**src/rtl/mem_map_pkg.sv**
```systemverilog
// Shared types and default bounds for the memory-map controller.
// Region/state enums plus default parameter constants.
package mem_map_pkg;

  typedef enum logic [1:0] {
    REG_PRAM,
    REG_MAIN,
    REG_IO,
    REG_NONE
  } region_t;

  typedef enum logic [1:0] {
    ST_IDLE,
    ST_WAIT,
    ST_RESP
  } state_t;

  localparam int DATA_W_DEF  = 16;
  localparam int ADDR_W_DEF  = 16;
  localparam int INSTR_W_DEF = 18;
  localparam int NUM_IO_DEF  = 4;

  localparam logic [15:0] PRAM_BOT_DEF = 16'h0000;
  localparam logic [15:0] PRAM_TOP_DEF = 16'h07FF;
  localparam logic [15:0] MAIN_BOT_DEF = 16'h0800;
  localparam logic [15:0] MAIN_TOP_DEF = 16'h3FFF;
  localparam logic [15:0] IO_BASE_DEF  = 16'h4000;

endpackage

```
**src/rtl/mem_region_decode.sv**
```systemverilog
// Combinational address decoder: addr in, region and I/O index out.
// Priority PRAM > MAIN > IO > NONE; all bounds inclusive.
module mem_region_decode
  import mem_map_pkg::*;
#(
  parameter int ADDR_W = ADDR_W_DEF,
  parameter logic [ADDR_W-1:0] PRAM_BOT = PRAM_BOT_DEF,
  parameter logic [ADDR_W-1:0] PRAM_TOP = PRAM_TOP_DEF,
  parameter logic [ADDR_W-1:0] MAIN_BOT = MAIN_BOT_DEF,
  parameter logic [ADDR_W-1:0] MAIN_TOP = MAIN_TOP_DEF,
  parameter logic [ADDR_W-1:0] IO_BASE  = IO_BASE_DEF,
  parameter int NUM_IO = NUM_IO_DEF,
  parameter int IDX_W  = 2
) (
  input  logic [ADDR_W-1:0] addr,
  output region_t           region,
  output logic [IDX_W-1:0]  io_idx
);

  // Offset compares wrap below the base, so one
  // unsigned compare covers both bounds.
  logic [ADDR_W-1:0] pram_off;
  logic [ADDR_W-1:0] main_off;
  logic [ADDR_W-1:0] io_off;
  logic pram_hit;
  logic main_hit;
  logic io_hit;

  assign pram_off = addr - PRAM_BOT;
  assign main_off = addr - MAIN_BOT;
  assign io_off   = addr - IO_BASE;

  assign pram_hit = pram_off <= (PRAM_TOP - PRAM_BOT);
  assign main_hit = main_off <= (MAIN_TOP - MAIN_BOT);
  assign io_hit   = io_off < ADDR_W'(NUM_IO);

  assign io_idx = io_off[IDX_W-1:0];

  always_comb begin
    region = REG_NONE;
    priority case (1'b1)
      pram_hit: region = REG_PRAM;
      main_hit: region = REG_MAIN;
      io_hit:   region = REG_IO;
      default:  region = REG_NONE;
    endcase
  end

endmodule

```
**src/rtl/mem_map_controller.sv**
```systemverilog
// CPU data/instruction router onto PRAM, main memory and I/O regs.
// Optional MEMCTRL_BUS_ERR_EN adds sticky Bus_Err/Err_Addr.
module mem_map_controller
  import mem_map_pkg::*;
#(
  parameter int DATA_W  = DATA_W_DEF,
  parameter int ADDR_W  = ADDR_W_DEF,
  parameter int INSTR_W = INSTR_W_DEF,
  parameter logic [ADDR_W-1:0] PRAM_BOT = PRAM_BOT_DEF,
  parameter logic [ADDR_W-1:0] PRAM_TOP = PRAM_TOP_DEF,
  parameter logic [ADDR_W-1:0] MAIN_BOT = MAIN_BOT_DEF,
  parameter logic [ADDR_W-1:0] MAIN_TOP = MAIN_TOP_DEF,
  parameter logic [ADDR_W-1:0] IO_BASE  = IO_BASE_DEF,
  parameter int NUM_IO = NUM_IO_DEF
) (
  input  logic                     clk,
  input  logic                     reset,
  input  logic                     CPU_Data_Req,
  input  logic                     CPU_Data_Wr_En,
  input  logic [ADDR_W-1:0]        CPU_Data_Addr,
  input  logic [DATA_W-1:0]        CPU_Data_In,
  output logic [DATA_W-1:0]        CPU_Data_Out,
  output logic                     CPU_Data_Valid,
  output logic                     CPU_Data_Ready,
  input  logic [ADDR_W-1:0]        CPU_Instruction_Addr,
  output logic [INSTR_W-1:0]       CPU_Instruction_Out,
  output logic [ADDR_W-1:0]        Main_Data_Addr,
  output logic [DATA_W-1:0]        Main_Data_Out,
  output logic                     Main_Data_Wr_En,
  input  logic [DATA_W-1:0]        Main_Data_In,
  output logic [ADDR_W-1:0]        Main_Instruction_Addr,
  input  logic [INSTR_W-1:0]       Main_Instruction_In,
  output logic [ADDR_W-1:0]        PRAM_Addr,
  output logic [DATA_W-1:0]        PRAM_Out,
  output logic                     PRAM_Wr_En,
  input  logic [DATA_W-1:0]        PRAM_In,
  input  logic [NUM_IO*DATA_W-1:0] IO_In,
  output logic [NUM_IO*DATA_W-1:0] IO_Out,
  output logic [NUM_IO-1:0]        IO_Wr_Strobe
`ifdef MEMCTRL_BUS_ERR_EN
  ,
  output logic                     Bus_Err,
  output logic [ADDR_W-1:0]        Err_Addr
`endif
);

  localparam int IDX_W = (NUM_IO > 1) ? $clog2(NUM_IO) : 1;

  state_t            state;
  region_t           dec_region;
  logic [IDX_W-1:0]  dec_idx;
  region_t           rd_region;
  logic [IDX_W-1:0]  rd_idx;
  logic [DATA_W-1:0] rd_mux;
  logic              acc;
  logic              wr_acc;

  logic [DATA_W-1:0] io_q    [NUM_IO];
  logic [DATA_W-1:0] io_in_a [NUM_IO];

  for (genvar g = 0; g < NUM_IO; g++) begin : g_io
    assign io_in_a[g] = IO_In[g*DATA_W +: DATA_W];
    assign IO_Out[g*DATA_W +: DATA_W] = io_q[g];
  end

  mem_region_decode #(
    .ADDR_W   (ADDR_W),
    .PRAM_BOT (PRAM_BOT),
    .PRAM_TOP (PRAM_TOP),
    .MAIN_BOT (MAIN_BOT),
    .MAIN_TOP (MAIN_TOP),
    .IO_BASE  (IO_BASE),
    .NUM_IO   (NUM_IO),
    .IDX_W    (IDX_W)
  ) u_dec (
    .addr   (CPU_Data_Addr),
    .region (dec_region),
    .io_idx (dec_idx)
  );

  assign Main_Instruction_Addr = CPU_Instruction_Addr;
  assign CPU_Instruction_Out   = Main_Instruction_In;

  assign Main_Data_Addr = CPU_Data_Addr;
  assign Main_Data_Out  = CPU_Data_In;
  assign PRAM_Addr      = CPU_Data_Addr;
  assign PRAM_Out       = CPU_Data_In;

  // Ready only in IDLE, so write enables die in WAIT/RESP.
  assign CPU_Data_Ready = (state == ST_IDLE);
  assign acc    = CPU_Data_Req && CPU_Data_Ready;
  assign wr_acc = acc && CPU_Data_Wr_En;

  assign Main_Data_Wr_En = wr_acc && (dec_region == REG_MAIN);
  assign PRAM_Wr_En      = wr_acc && (dec_region == REG_PRAM);

  always_comb begin
    rd_mux = '0;
    unique case (rd_region)
      REG_PRAM: rd_mux = PRAM_In;
      REG_MAIN: rd_mux = Main_Data_In;
      REG_IO:   rd_mux = io_in_a[rd_idx];
      default:  rd_mux = '0;
    endcase
  end

  always_ff @(posedge clk) begin
    if (reset) begin
      state          <= ST_IDLE;
      rd_region      <= REG_NONE;
      rd_idx         <= '0;
      CPU_Data_Out   <= '0;
      CPU_Data_Valid <= 1'b0;
      IO_Wr_Strobe   <= '0;
      for (int i = 0; i < NUM_IO; i++) io_q[i] <= '0;
`ifdef MEMCTRL_BUS_ERR_EN
      Bus_Err  <= 1'b0;
      Err_Addr <= '0;
`endif
    end else begin
      IO_Wr_Strobe   <= '0;
      CPU_Data_Valid <= 1'b0;
      unique case (state)
        ST_IDLE: begin
          if (acc) begin
            if (CPU_Data_Wr_En) begin
              if (dec_region == REG_IO) begin
                io_q[dec_idx] <= CPU_Data_In;
                IO_Wr_Strobe  <= NUM_IO'(1) << dec_idx;
              end
            end else begin
              state     <= ST_WAIT;
              rd_region <= dec_region;
              rd_idx    <= dec_idx;
            end
`ifdef MEMCTRL_BUS_ERR_EN
            if (dec_region == REG_NONE && !Bus_Err) begin
              Bus_Err  <= 1'b1;
              Err_Addr <= CPU_Data_Addr;
            end
`endif
          end
        end
        ST_WAIT: begin
          CPU_Data_Out   <= rd_mux;
          CPU_Data_Valid <= 1'b1;
          state          <= ST_RESP;
        end
        ST_RESP: state <= ST_IDLE;
        default: state <= ST_IDLE;
      endcase
    end
  end

endmodule

```
**config.mk**
```make
export PLATFORM = sky130hd
export DESIGN_NAME = mem_map_controller
export DESIGN_NICKNAME = d
export VERILOG_FILES = /design/src/rtl/mem_map_pkg.sv /design/src/rtl/mem_region_decode.sv /design/src/rtl/mem_map_controller.sv
export SDC_FILE = /design/constraint.sdc
export NUM_CORES = 1
export LEC_CHECK = 0
export CAP_MARGIN = 20
export CORE_AREA = 4 4 133 135
export DETAILED_ROUTE_END_ITERATION = 6
export DIE_AREA = 0 0 137 139
export MAX_ROUTING_LAYER = met4
export PLACE_DENSITY_LB_ADDON = 0.15
export SYNTH_ARGS = -nofsm -noshare
export SYNTH_HDL_FRONTEND = slang
export SYNTH_HIERARCHICAL = 1
export SYNTH_SLANG_ARGS = --single-unit
```
**constraint.sdc**
```tcl
create_clock -name clk -period 3.7 [get_ports clk]
set_input_delay 0.74 -clock clk [delete_from_list [all_inputs] [get_ports clk]]
set_output_delay 0.74 -clock clk [all_outputs]
set_load 0.02 [all_outputs]
```
==> run summary, run 1 <==
Setup repair after global routing left no endpoint under its margin. The worst hold path belongs to the class register to register. Fill cells in the final layout number 1503. The startpoint identified for the worst register-to-register timing path is rd_region[1].

The async set or reset register ratio after synthesis is 0%. The design internal power came out at 1.96 mW. Once the floorplan was initialized, standard cells occupied 31.5% of the core. The fraction of the cycle the final worst path needs is 96.3%. Ranked by total cell area, the synthesized netlist is headed by edfxtp_1 37%, buf_4 15%, dfxtp_1 10%. A synthesized cell averages 11.1 sq um. The maximum number of pins on one net before global-route repair is 36. Traced cell by cell, the critical path runs through clkdlybuf4s50_1, inv_1, ha_1, buf_4, a21oi_1, nor4b_1, a31oi_1, nor4b_1, dlygate4sd1_1. The remaining antenna violation count after routing came out at 0. The highest-utilization routing layer at the global route stage is met2. The first-pass detailed-route iteration total is 4. TritonCTS built the clock tree.

In this run the worst path has a maximum fanout of 3. In this design, the largest share of critical-path delay is due to buffers and inverters. The share of the Yosys chip area taken by registers is 47.5%. For this run, the post-layout net count is 819. The area of all placed cells without fillers is 0.00785 sq mm.

The final layout contains routed wiring with a total length of 16000 um. The die span in x came out at 137 um. Clock tree synthesis inserted a total of 9 buffers.

For this design the ratio of total power to cell area is 333 mW/mm^2. The cell that appears most often on the critical path is nor4b_1. Following the worst setup path forward leads to its endpoint at PRAM_Wr_En.

The buffer depth of the longest clock path is 2. The violation count after the first detailed-route iteration came out at 233. The number of synthesized register bits is 91. The number of antenna diodes in the final layout is 0. For this design the top-level I/O count stands at 352. The mapped netlist covers 0.00518 sq mm. The largest vdd supply drop is 0.000205 V. The fraction of post-synthesis cell area in the top cell type by area is 37.1%.

The compound-gate portion of the synthesized area is 10.5%. The total nets after synthesis came out at 634. The floorplan row count came out at 47. The critical path required time is 2.96 ns. Together, buffers and inverters on the worst path number 4. The H-tree depth is 3. The worst pin sits at a relative slew slack of 40.0%. The cell count after synthesis is 467. STA classifies the critical path startpoint as a primary input. The total of buffers placed on input and output ports is 283. The launch point of the worst hold path is CPU_Data_Out[8]. The final number of max-transition violations was 0.

The global-route track usage on met2 came out at 28.6%. The relative contribution of sequential cells to total power came out at 43.7%. The share of post-route cells with drive strength above 1 is 11.7%. The synthesized netlist devotes 12.8% of its cell area to simple gates.

Once placement completed, the tool counted placed cells totaling 860. From bottom edge to top edge, the die measures 139 um. For met3 alone, demand over resource in global routing was 5.22%.

For this run the aggregate overflow at the end of global routing stands at 0. The post-CTS setup buffer count came out at 0. The worst setup slack before clock tree synthesis is -0.180 ns. By area, the combinational part of the netlist is dominated by buffers and inverters.

The clock sink total came out at 91. The library cell used most frequently in the layout, excluding fill and tap cells, is clkdlybuf4s50_1. The area of the placeable core came out at 0.0165 sq mm.

The post-synthesis share of cell area spent on full adders, half adders and majority gates is 0.241%. The critical path in this run is classified as primary input to output pin. The proportion of power drawn by combinational gates came out at 20.4%. Dividing the detail-routed wire length by the instance count gives 18.2 um. Along the worst hold path, the cell count comes to 2.

The multiplexer fraction of the synthesized cell area is 10.0%. The HPWL after detailed placement is 12500 um. The number of cells in the finished layout apart from fillers is 877.

Yosys mapped a number of flops with a built-in enable equal to 64. The worst setup path is captured at an output pin. The number of cells on the worst reg-to-reg path is 3.

The initial antenna violation count was 0. The final worst clock skew is 0.00787 ns. The clock root buffer is clkbuf_16.

The clock network fraction of design power is 35.9%. The hold buffer count at CTS is 0. The register-to-register setup slack came out at 1.43 ns. Across all setup checks in the final design, the least slack found is 0.137 ns. In this run the worst setup path begins at CPU_Data_Addr[12]. The critical-path cell with the highest stage delay is clkdlybuf4s50_1.

The post-synthesis to final-layout area growth is 51.4%. The met1 global-route usage came out at 19.5%. In this design, the stage delay of the slowest critical-path cell is 0.48 ns. After detailed routing, the number of remaining DRC violations is 0. After clock tree synthesis, the clock-pin slew on the worst setup and hold paths is 0.06 ns.

The switching share of power came out at 24.8%. The global-route usage over all layers came out at 16.9%. In the layout the commonest cells are 280 x clkdlybuf4s50_1, 73 x nor2_1, 64 x edfxtp_1.

The endpoint identified for the worst register-to-register timing path is CPU_Data_Out[10]. The full die area is 0.0190 sq mm. The top flip-flop cell by instance count after synthesis is edfxtp_1. edfxtp_1 takes more of the synthesized area than any other cell. The number of vias per cell after detailed routing came out at 4.57.

The instance area at placement is 0.00752 sq mm. The final-report hold violation count is 0. The number of max-cap violations is 0. The insertion delay to the later sink of the worst-skew pair came out at 0.34 ns. The final weighted congestion of routability-driven global placement is 0.772. The arrival time of data at the critical path endpoint came out at 2.82 ns. The number of synthesis warnings is 6. In this run the power spent charging and discharging nets is 0.647 mW.

The leakage power figure came out at 2.80 nW. The number of cells on the critical path is 9. The shortest period the worst path allows came out at 3.56 ns. The slew at the pin closest to its max-slew limit came out at 0.900 ns.

The total negative slack for setup checks is 0 ns. The wire length of the first global-routing pass came out at 24300 um. The synthesized netlist contains 42 unique library cells. The run finished with clean final reports. The final setup violation count is 0. The vias after detailed routing came out at 4009. The maximum clock rate came out at 281 MHz. The synthesized netlist devotes 0.169% of its cell area to XOR and XNOR gates. The number of global-route vias before repair is 4259.
==> stage by stage <==
stage	hold WS [ns]	total power, mW	util (%)
after floorplan	0.469	1.48	-
final	0.496	2.61	47.6
after detailed placement	0.486	1.70	45.7
after CTS	0.497	2.64	47.5
after global routing	0.518	2.72	47.6
after global placement	0.472	1.70	45.7
==> worst min-delay path by stage <==
stage                     slack [ns]               to
final                           0.50  CPU_Data_Out[8]
after global routing            0.52  CPU_Data_Out[8]
after CTS                       0.50  CPU_Data_Out[8]
after detailed placement        0.49  CPU_Data_Out[8]
after global placement          0.47  CPU_Data_Out[8]
after floorplan                 0.47        rd_idx[1]
==> synth_stat cells, drive strengths merged (3+ instances only) <==
| cell | number |
|---|---|
| nor2 | 73 |
| nor3 | 3 |
| nor2b | 4 |
| mux2i | 34 |
| inv | 4 |
| buf | 121 |
| nor4b | 3 |
| clkbuf | 5 |
| a221oi | 16 |
| nand2 | 19 |
| nand2b | 21 |
| edfxtp | 64 |
| a22oi | 16 |
| o22a | 16 |
| mux2 | 16 |
| dfxtp | 27 |
| nor4 | 3 |
==> per-layer routing <==
| metal | wire length, um | part of all wire (%) |
|---|---|---|
| met1 | 6180 | 39 |
| met2 | 8050 | 50 |
| met3 | 1510 | 9.5 |
| met4 | 220 | 1.4 |
| met5 | 0 | 0 |
==> final cells by class <==
type | instances | area [sq um] | area share [%]
Clock buffer | 11 | 243 | 3.09
Tap cell | 220 | 275 | 3.51
Timing Repair Buffer | 302 | 3030 | 38.7
Sequential cell | 91 | 2460 | 31.4
Clock inverter | 5 | 60.1 | 0.766
Multi-Input combinational cell | 244 | 1750 | 22.4
Inverter | 4 | 15.0 | 0.191
==> power by group through the flow <==
stage | clock network, mW | registers [mW] | logic, mW
after floorplan | 0 | 1.18 | 0.299
after global placement | 0 | 1.17 | 0.528
after detailed placement | 0 | 1.17 | 0.532
after CTS | 0.964 | 1.15 | 0.534
after global routing | 1.01 | 1.15 | 0.569
final | 0.937 | 1.14 | 0.534
==> tightest hold or removal path, delay by kind of cell, from the launching register on <==
family,cells,cell delay [ns]
compound gates,1,0.05
flops,1,0.33
simple gates,1,0.07
==> sequential cells by signal, summed over array words and instances (netlist names) <==
signal / cells
io_q: 64
CPU_Data_Out: 16
IO_Wr_Strobe: 4
rd_idx: 2
rd_region: 2
state: 2
CPU_Data_Valid: 1
==> cells by family (layout without fill, tap and decap cells) <==
group / Yosys count / count (layout)
compound gates: 58 / 58
xor+xnor: 1 / 1
fa+ha+maj: 1 / 1
buf+inv: 132 / 322
flops: 91 / 91
mux: 50 / 50
simple gates: 134 / 134
==> timing repair <==
action                                  CTS  global route
pin swaps                                 0             1
endpoints found under the setup margin    2             2
gates resized for setup                   2             4
(Power assumes the default switching activity.)
==> run 2, diff against run 1 <==
--- a/config.mk
+++ b/config.mk
@@ -9,6 +9,7 @@
 export CORE_AREA = 4 4 133 135
 export DETAILED_ROUTE_END_ITERATION = 6
 export DIE_AREA = 0 0 137 139
+export HOLD_SLACK_MARGIN = 0.15
 export MAX_ROUTING_LAYER = met4
 export PLACE_DENSITY_LB_ADDON = 0.15
 export SYNTH_ARGS = -nofsm -noshare
==> results of run 2 <==
No change in the layout: final DEF, timing and power equal those of run 1.
==> run 3, diff against run 2 <==
--- a/config.mk
+++ b/config.mk
@@ -6,10 +6,11 @@
 export NUM_CORES = 1
 export LEC_CHECK = 0
 export CAP_MARGIN = 20
-export CORE_AREA = 4 4 133 135
+export CELL_PAD_IN_SITES_DETAIL_PLACEMENT = 1
+export CELL_PAD_IN_SITES_GLOBAL_PLACEMENT = 2
+export CORE_MARGIN = 4
+export CORE_UTILIZATION = 20
 export DETAILED_ROUTE_END_ITERATION = 6
-export DIE_AREA = 0 0 137 139
-export HOLD_SLACK_MARGIN = 0.15
 export MAX_ROUTING_LAYER = met4
 export PLACE_DENSITY_LB_ADDON = 0.15
 export SYNTH_ARGS = -nofsm -noshare
==> run summary, run 3 (synthesis gave the netlist of run 1 again) <==
The run finished with clean final reports. The post-CTS setup buffer count came out at 0. The buffer depth of the longest clock path is 2. The number of global-route vias before repair is 4508.

The maximum fanout count along the critical path is 3. The die covers 0.0286 sq mm. The number of max-cap violations came out at 0. The startpoint identified for the worst register-to-register timing path is rd_region[0]. The post-synthesis to final-layout area growth came out at 53.3%.

At the worst endpoint, the arrival time is 2.75 ns. The area of the placeable core is 0.0253 sq mm. The aggregate global routing overflow came out at 0. The largest registers in the layout are io_q x64, CPU_Data_Out x16, IO_Wr_Strobe x4. IR analysis of the VDD net gives a maximum drop of 0.000167 V.

The startpoint identified for the worst hold timing path is CPU_Data_Out[8]. The final-layout worst hold slack came out at 0.495 ns. The multi-input combinational cell area is 0.00175 sq mm. The maximum number of pins on one net before global-route repair is 36.

The instance area at placement is 0.00767 sq mm. Summed over all nets, wire length on met2 after detailed routing comes to 9450 um. The register with the most flip-flops in the layout has 64 of them. Global routing consumed, over all layers together, 12.8% of the routing resources. The sum of routed wire segments on met1 came out at 7260 um. The routed design uses 1370 um of met3 wire.

Of the total power, combinational logic draws 21.0%. The remaining antenna violation count after routing came out at 0. The congestion estimate from routability-driven global placement came to 0.747. For the pin with the worst max-slew slack, the measured transition is 0.941 ns. The worst setup slack before clock tree synthesis came out at -0.210 ns. The initial antenna violation count was 0.

The register name with the most flops is io_q. The die span in x came out at 169 um. The number of buffers created by CTS is 9. The number of antenna diodes in the final layout is 0.

Setup repair after global routing left no endpoint under its margin. Leaving out fill and tap cells, the most frequent cell in the layout is clkdlybuf4s50_1. STA classifies the critical path endpoint as an output pin. Across all register-to-register paths, the minimum setup slack is 1.73 ns.

The area taken by flip-flops and latches is 0.00246 sq mm. The fraction of the cycle the final worst path needs came out at 94.4%. The relative contribution of sequential cells to total power came out at 44.0%.

The insertion delay to the later sink of the worst-skew pair came out at 0.35 ns. The initial utilization of the core area, before any placement, comes to 20.5%. The floorplan row count came out at 58. The switching power summed over all nets is 0.700 mW. The total power of the final layout is 2.58 mW. The first routing iteration left 101 violations.

The wire length of the first global-routing pass came out at 27500 um. The share of post-route cells with drive strength above 1 is 12.3%. The leakage power figure came out at 2.78 nW. The element type at the critical path start is a primary input.

The final number of max-transition violations is 0. The vias after detailed routing came out at 4094. The uppermost metal layer occupied by signal nets is met4.

The final HPWL from detailed placement is 14300 um. Leaving out fill and tap cells, the most frequent cells in the layout are 280 x clkdlybuf4s50_1, 73 x nor2_1, 64 x edfxtp_1. The routed wirelength normalized by instance count came out at 18.6 um. The die outline height came out at 169 um. The count of pins on the block boundary is 352.

The power per cell area came out at 325 mW/mm^2. The finished layout holds 989 standard cells, fillers aside. The number of nets in the layout is 821.

The maximum clock rate is 286 MHz. Clock-pin slew was measured on the worst setup and hold paths at 0.07 ns. The number of vias per cell after detailed routing is 4.14. The endpoint of the worst hold path is CPU_Data_Out[8].

The path category of the worst min-delay check is register to register. CTS placed an instance of clkbuf_16 at the clock tree root. TritonCTS built the clock tree. The most critical setup path has its startpoint at CPU_Data_Addr[11].

The DRC violation count after routing is 0. The clock network fraction of design power came out at 35.0%. The instance count along the most critical hold path is 2.

The worst path in the final design needs a cycle of 3.49 ns, including I/O delays and setup. The total of buffers placed on input and output ports came out at 283. In this run the critical register-to-register path is captured at CPU_Data_Out[7]. The clock tree synthesis step divided the H-tree into 3 levels. Once routing completed, OpenROAD measured the worst setup slack at 0.208 ns. The critical path start-end classification is primary input to output pin. The worst-case headroom to the max-slew limit is 37.3%. With fillers left out, the area of the finished cells amounts to 0.00794 sq mm. The design internal power came out at 1.88 mW. The switching share of power is 27.1%. The final-report hold violation count came out at 0. The final-layout fill cell count is 2797. Measured in cells, the most critical reg-to-reg path has a length of 3. The number of placed instances, taps included came out at 973.

The final worst clock skew is 0.00778 ns. Summed over all layers, the routed wires come to 18400 um. Setup violations remaining at the end of the flow were counted as 0. The clock sink total came out at 91. The critical path required time came out at 2.96 ns.

The first-pass detailed-route iteration total is 4.
[run 3: worst max-delay path by stage]
| stage | endpoint | slack, ns | cells after the start |
|---|---|---|---|
| 2_1_floorplan | io_q[3][0] | 0.31 | 9 |
| 3_3_place_gp | PRAM_Wr_En | -0.19 | 8 |
| 3_5_place_dp | PRAM_Wr_En | -0.21 | 8 |
| 4_1_cts | Main_Data_Wr_En | 0.03 | 10 |
| 5_1_grt | PRAM_Wr_En | 0.03 | 8 |
| 6_report | Main_Data_Wr_En | 0.21 | 10 |
[run 3: cell type report]
type	instances	area share, %
clock buffers	9	2.84
flip-flops and latches	91	31.0
clock inverters	7	0.756
well taps	330	5.20
repair buffers	304	37.9
multi-input cells	244	22.1
inverters	4	0.189
[run 3: worst max-delay path, stage by stage]
cell	delay, ns
clkdlybuf4s50_1	0.51
inv_2	0.05
ha_1	0.33
buf_4	0.15
nor3_1	0.15
o21ai_0	0.10
a31oi_1	0.24
buf_4	0.16
and3b_1	0.16
clkbuf_2	0.15
[run 3: power by group through the flow]
stage	Clock [mW]	Sequential, mW	Combinational [mW]
after floorplan	0	1.18	0.299
after global placement	0	1.16	0.547
after detailed placement	0	1.16	0.554
after CTS	0.939	1.14	0.556
after global routing	0.982	1.14	0.579
final	0.904	1.14	0.543
[run 3: layer usage]
layer / global-route usage, % / vias up
met2: 22.7 / 186
met4: 3.64 / 0
met3: 3.13 / 34
met5: - / -
li1: - / 1932
met1: 14.3 / 1942
[run 3: stage by stage]
stage | util [%] | TNS [ns]
3_3_place_gp | 30.3 | -0.342
4_1_cts | 31.4 | 0
3_5_place_dp | 30.3 | -0.401
2_1_floorplan | - | 0
6_report | 31.4 | 0
5_1_grt | 31.4 | 0
[run 3: timing repair]
item | 4_1_cts | 5_1_grt
hold buffers | 0 | 0
pin swaps | 0 | 1
endpoints found under the setup margin | 2 | 2
resized for setup | 2 | 5
endpoints found under the hold margin | 0 | 0
